### config.mk
export PLATFORM = sky130hd
export DESIGN_NAME = tt_um_jleugeri_ttt_token_gatherer
export DESIGN_NICKNAME = d
export VERILOG_FILES = /design/src/rtl/tt_um_jleugeri_ttt_token_gatherer.sv
export SDC_FILE = /design/constraint.sdc
export NUM_CORES = 1
export LEC_CHECK = 0
export ABC_AREA = 1
export BUFFER_PORTS_ARGS = -buffer_cell sky130_fd_sc_hd__buf_2
export CORE_MARGIN = 5
export CORE_UTILIZATION = 40
export DETAILED_ROUTE_END_ITERATION = 10
export PLACE_DENSITY = 0.67
export SYNTH_ARGS = -nofsm -noshare
export SYNTH_HDL_FRONTEND = slang
export SYNTH_SLANG_ARGS = --single-unit
export TNS_END_PERCENT = 5
### constraint.sdc
create_clock -name clk -period 4.82 [get_ports clk]
set_input_delay 0.482 -clock clk [delete_from_list [all_inputs] [get_ports clk]]
set_output_delay 0.482 -clock clk [all_outputs]
set_load 0.01 [all_outputs]
### src/rtl/tt_um_jleugeri_ttt_token_gatherer.sv
// tt_um_jleugeri_ttt_token_gatherer: counts good/bad event edges per tick window and presents them via valid/ready.
// Define TTT_GATHER_SYNC_EN to put a 2-FF synchroniser in front of each event pin.
module tt_um_jleugeri_ttt_token_gatherer #(
    parameter int NEW_TOKENS_BITS = 4,
    parameter int TICK_BITS       = 8
) (
    input  logic                       clk,
    input  logic                       rst_n,
    input  logic                       good_event_in,
    input  logic                       bad_event_in,
    input  logic [TICK_BITS-1:0]       tick_period,
    output logic [NEW_TOKENS_BITS-1:0] new_good_tokens,
    output logic [NEW_TOKENS_BITS-1:0] new_bad_tokens,
    output logic                       tokens_valid,
    input  logic                       tokens_ready,
    output logic                       overflow
);
    typedef enum logic {IDLE, RUN} state_t;
    localparam logic [NEW_TOKENS_BITS-1:0] MAX = '1;

    state_t                     state_q, state_d;
    logic [TICK_BITS-1:0]       tick_q, tick_d;
    logic [1:0]                 pin, prev_q, evt;
    logic [NEW_TOKENS_BITS-1:0] g_acc_q, g_acc_d, b_acc_q, b_acc_d;
    logic [NEW_TOKENS_BITS-1:0] g_out_q, g_out_d, b_out_q, b_out_d;
    logic [NEW_TOKENS_BITS-1:0] g_inc, b_inc;
    logic                       valid_q, valid_d, ovf_q, ovf_d;
    logic                       g_sat, b_sat, wend, take;

`ifdef TTT_GATHER_SYNC_EN
    logic [1:0] s1_q, s2_q;
    always_ff @(posedge clk) begin
        if (!rst_n) begin
            s1_q <= '0;
            s2_q <= '0;
        end else begin
            s1_q <= {bad_event_in, good_event_in};
            s2_q <= s1_q;
        end
    end
    assign pin = s2_q;
`else
    assign pin = {bad_event_in, good_event_in};
`endif

    assign evt   = pin & ~prev_q;
    assign g_sat = g_acc_q == MAX;
    assign b_sat = b_acc_q == MAX;
    assign g_inc = g_acc_q + NEW_TOKENS_BITS'(evt[0] & ~g_sat);
    assign b_inc = b_acc_q + NEW_TOKENS_BITS'(evt[1] & ~b_sat);
    assign wend  = state_q == RUN && tick_period != '0 && tick_q == '0;
    // A window end only publishes when the holding register is free this edge
    assign take  = wend && (!valid_q || tokens_ready);

    always_ff @(posedge clk) begin
        if (!rst_n) begin
            state_q <= IDLE;
            tick_q  <= '0;
            prev_q  <= '0;
            g_acc_q <= '0;
            b_acc_q <= '0;
            g_out_q <= '0;
            b_out_q <= '0;
            valid_q <= 1'b0;
            ovf_q   <= 1'b0;
        end else begin
            state_q <= state_d;
            tick_q  <= tick_d;
            prev_q  <= pin;
            g_acc_q <= g_acc_d;
            b_acc_q <= b_acc_d;
            g_out_q <= g_out_d;
            b_out_q <= b_out_d;
            valid_q <= valid_d;
            ovf_q   <= ovf_d;
        end
    end

    always_comb begin
        state_d = tick_period == '0 ? IDLE : RUN;
        tick_d  = tick_period == '0 ? '0 :
                  (state_q == IDLE || tick_q == '0) ? tick_period - TICK_BITS'(1) : tick_q - TICK_BITS'(1);
    end

    always_comb begin
        g_acc_d = take ? '0 : g_inc;
        b_acc_d = take ? '0 : b_inc;
        g_out_d = take ? g_inc : g_out_q;
        b_out_d = take ? b_inc : b_out_q;
        valid_d = take ? 1'b1 : valid_q && !tokens_ready;
        ovf_d   = ovf_q | (evt[0] & g_sat) | (evt[1] & b_sat) | (wend & ~take);
    end

    assign new_good_tokens = g_out_q;
    assign new_bad_tokens  = b_out_q;
    assign tokens_valid    = valid_q;
    assign overflow        = ovf_q;
endmodule

==> metrics.txt <==
Max clock buf depth=2; Die X-Extent=between 60 and 70 um; Row Count=21; unrepaired setup endpoints after global routing=no; vias per std cell=approximately 4.5; CTS Hold Buffers Added=0; port bufs=22; Tightest Hold Check Type=primary input to flip-flop; register area share after synthesis=approximately two fifths; Rel. slew slack=74.4%; Seq cells post-synth=29; worst-path fanout max=8; leading register cell type out of synthesis=dfxtp_1; Tcrit/Tclk final=a little over a third; Antenna Cells=0; Setup Fix Bufs, Post-CTS=0; DP HPWL=roughly 2.0 mm; PD cells=350 mW/mm^2; GRT Residual Overflow=0; area leader, netlist=dfxtp_1; num ports=23; clock sinks=29; Leak=~0.81 nW; CP arrival=approximately 1.9 ns; TritonCTS clock tree=done; sequential cell area=around 580 um^2; syn nets=201; WL per Instance=between 10 and 15 um; Final Hold Fails=0; First-pass DRT Iterations=4; Peak supply drop=between 0.15 and 0.2 mV; multi-input combinational cell area=676 um^2; layout cells sized above 1=approximately a quarter; pin count of the biggest net entering global routing=17; Final Net Count=~230; worst skew pair latency=about 0.32 ns; Worst Max-Slew Pin Slew=between 0.3 and 0.4 ns; first-pass GRT wire length=between 4 and 5 mm; residual DRC count=0; Num CTS Buffers=5; setup TNS=0 ns; # resized after CTS=0; Core ar.=~0.0034 mm^2; H-tree depth=2; DRT iter0 DRCs=48; GRT Total Usage=between 10% and 20%; post-route minimum period=around 1.7 ns; fin util=about 47%; Fmax achieved=about 580 MHz; Commonest cells post-synth=dfxtp_1, inv_1, nand2_1; count of different cell masters after synthesis=27; mean area per synthesized cell=around 7.6 um^2; vias=~1.2k; Die ar.=about 0.0048 mm^2; asr flop ratio synth=0%; critical path required time=~5.0 ns; top-count cell post-synth=dfxtp_1; fin. max-slew vios=0; maxcap violations=0; Worst Skew=~0.013 ns; Ys Warns=0; Routed Antenna Nets=0; hold_ws=0.346 ns; Mapped Area=about 0.0014 mm^2; area share of the largest cell type after synthesis=41.7%; Synth Instances=between 150 and 200; final setup vio count=0; EDFF count, synth=0; WS Path Type=flip-flop to flip-flop; Routed WL=2.66 mm; initial core utilization=41.4%; area post-placement=roughly 0.0015 mm^2; number of fill cells=363; root buffer cell=clkbuf_4; CTS clk-pin slew, worst paths=about 0.10 ns; P&R area growth vs syn=14.6%; Die H=69.0 um; Worst Setup Start Kind=flip-flop; Synth area leaders=dfxtp_1, inv_1, nand2_1, nor2_1, ha_1; CP endpoint kind=flip-flop; initial antenna violation count=0; outcome=finished clean; vias in the first global route=~1.1k; GPL Wtd Cong=0.815; Final Cell Area=0.00160 mm^2
state kept, by name (all words and copies together) (netlist names):
register,count
b_acc_q,4
g_acc_q,4
new_bad_tokens,4
new_good_tokens,4
overflow,1
prev_q,2
state_q,1
tick_q,8
tokens_valid,1
cells in the final DEF (no fill, tap or decap), drive strengths merged, types with 5 or more instances in the layout:
cell     n
a21oi   12
clkbuf   5
o21ai   11
nand2   35
nor2    28
ha       5
nand3b   6
buf     22
inv     31
nand3    8
dfxtp   29
power breakdown:
group / leakage (nW) / internal [mW] / switching, mW
logic: 0.545 / 0.0519 / 0.0879
clock network: 0.0310 / 0.0549 / 0.0879
registers: 0.238 / 0.263 / 0.0133
total: 0.814 / 0.370 / 0.189
critical path, stage by stage (launching register included):
cell      delay (ns)
dfxtp_1         0.33
nor2_1          0.10
nand2_1         0.10
o21ai_4         0.26
nand2_1         0.11
nand2_2         0.09
ha_1            0.20
nand2_2         0.08
nor2_2          0.14
nand3b_1        0.09
nand2_1         0.09
nor2_2          0.03
path summary, 6_finish.rpt:
| check | start | end | slack [ns] | cells past startpoint |
|---|---|---|---|---|
| min | good_event_in | prev_q[0] | 0.35 | 3 |
| min reg2reg | tokens_valid | overflow | 0.51 | 2 |
| max | tick_q[2] | tick_q[6] | 3.09 | 11 |
| max reg2reg | tick_q[2] | tick_q[6] | 3.09 | 11 |
per-layer routing:
metal  up-vias  track usage, %  share of wire [%]
met5         -               0                  0
met4         0            6.51                2.2
met3         5            3.92                5.5
met2        21            17.8                 44
met1       512            14.8                 48
li1        626               -                  -
kinds of logic after synthesis:
| logic type | count (synthesis) | share of synthesized area (%) |
|---|---|---|
| compound gates | 24 | 9.79 |
| simple gates | 86 | 31.0 |
| fa+ha+maj | 5 | 4.49 |
| flops | 29 | 41.7 |
| xor+xnor | 4 | 2.52 |
| buf+inv | 34 | 9.79 |
| mux | 1 | 0.719 |
area by class of cell:
type / count / share of cell area, %
Sequential cell: 29 / 36.4
Tap cell: 46 / 3.61
Clock buffer: 5 / 2.35
Inverter: 31 / 7.29
Clock inverter: 3 / 1.10
Timing Repair Buffer: 22 / 6.90
Multi-Input combinational cell: 120 / 42.4
stage by stage:
step           setup WS, ns  power (mW)  cells
2_1_floorplan          3.26       0.390    183
3_3_place_gp           3.14       0.421    248
3_5_place_dp           3.12       0.422    248
4_1_cts                3.09       0.568    256
5_1_grt                2.89       0.600    256
6_report               3.09       0.559    256
No activity file was read; power rests on OpenSTA's default activity.
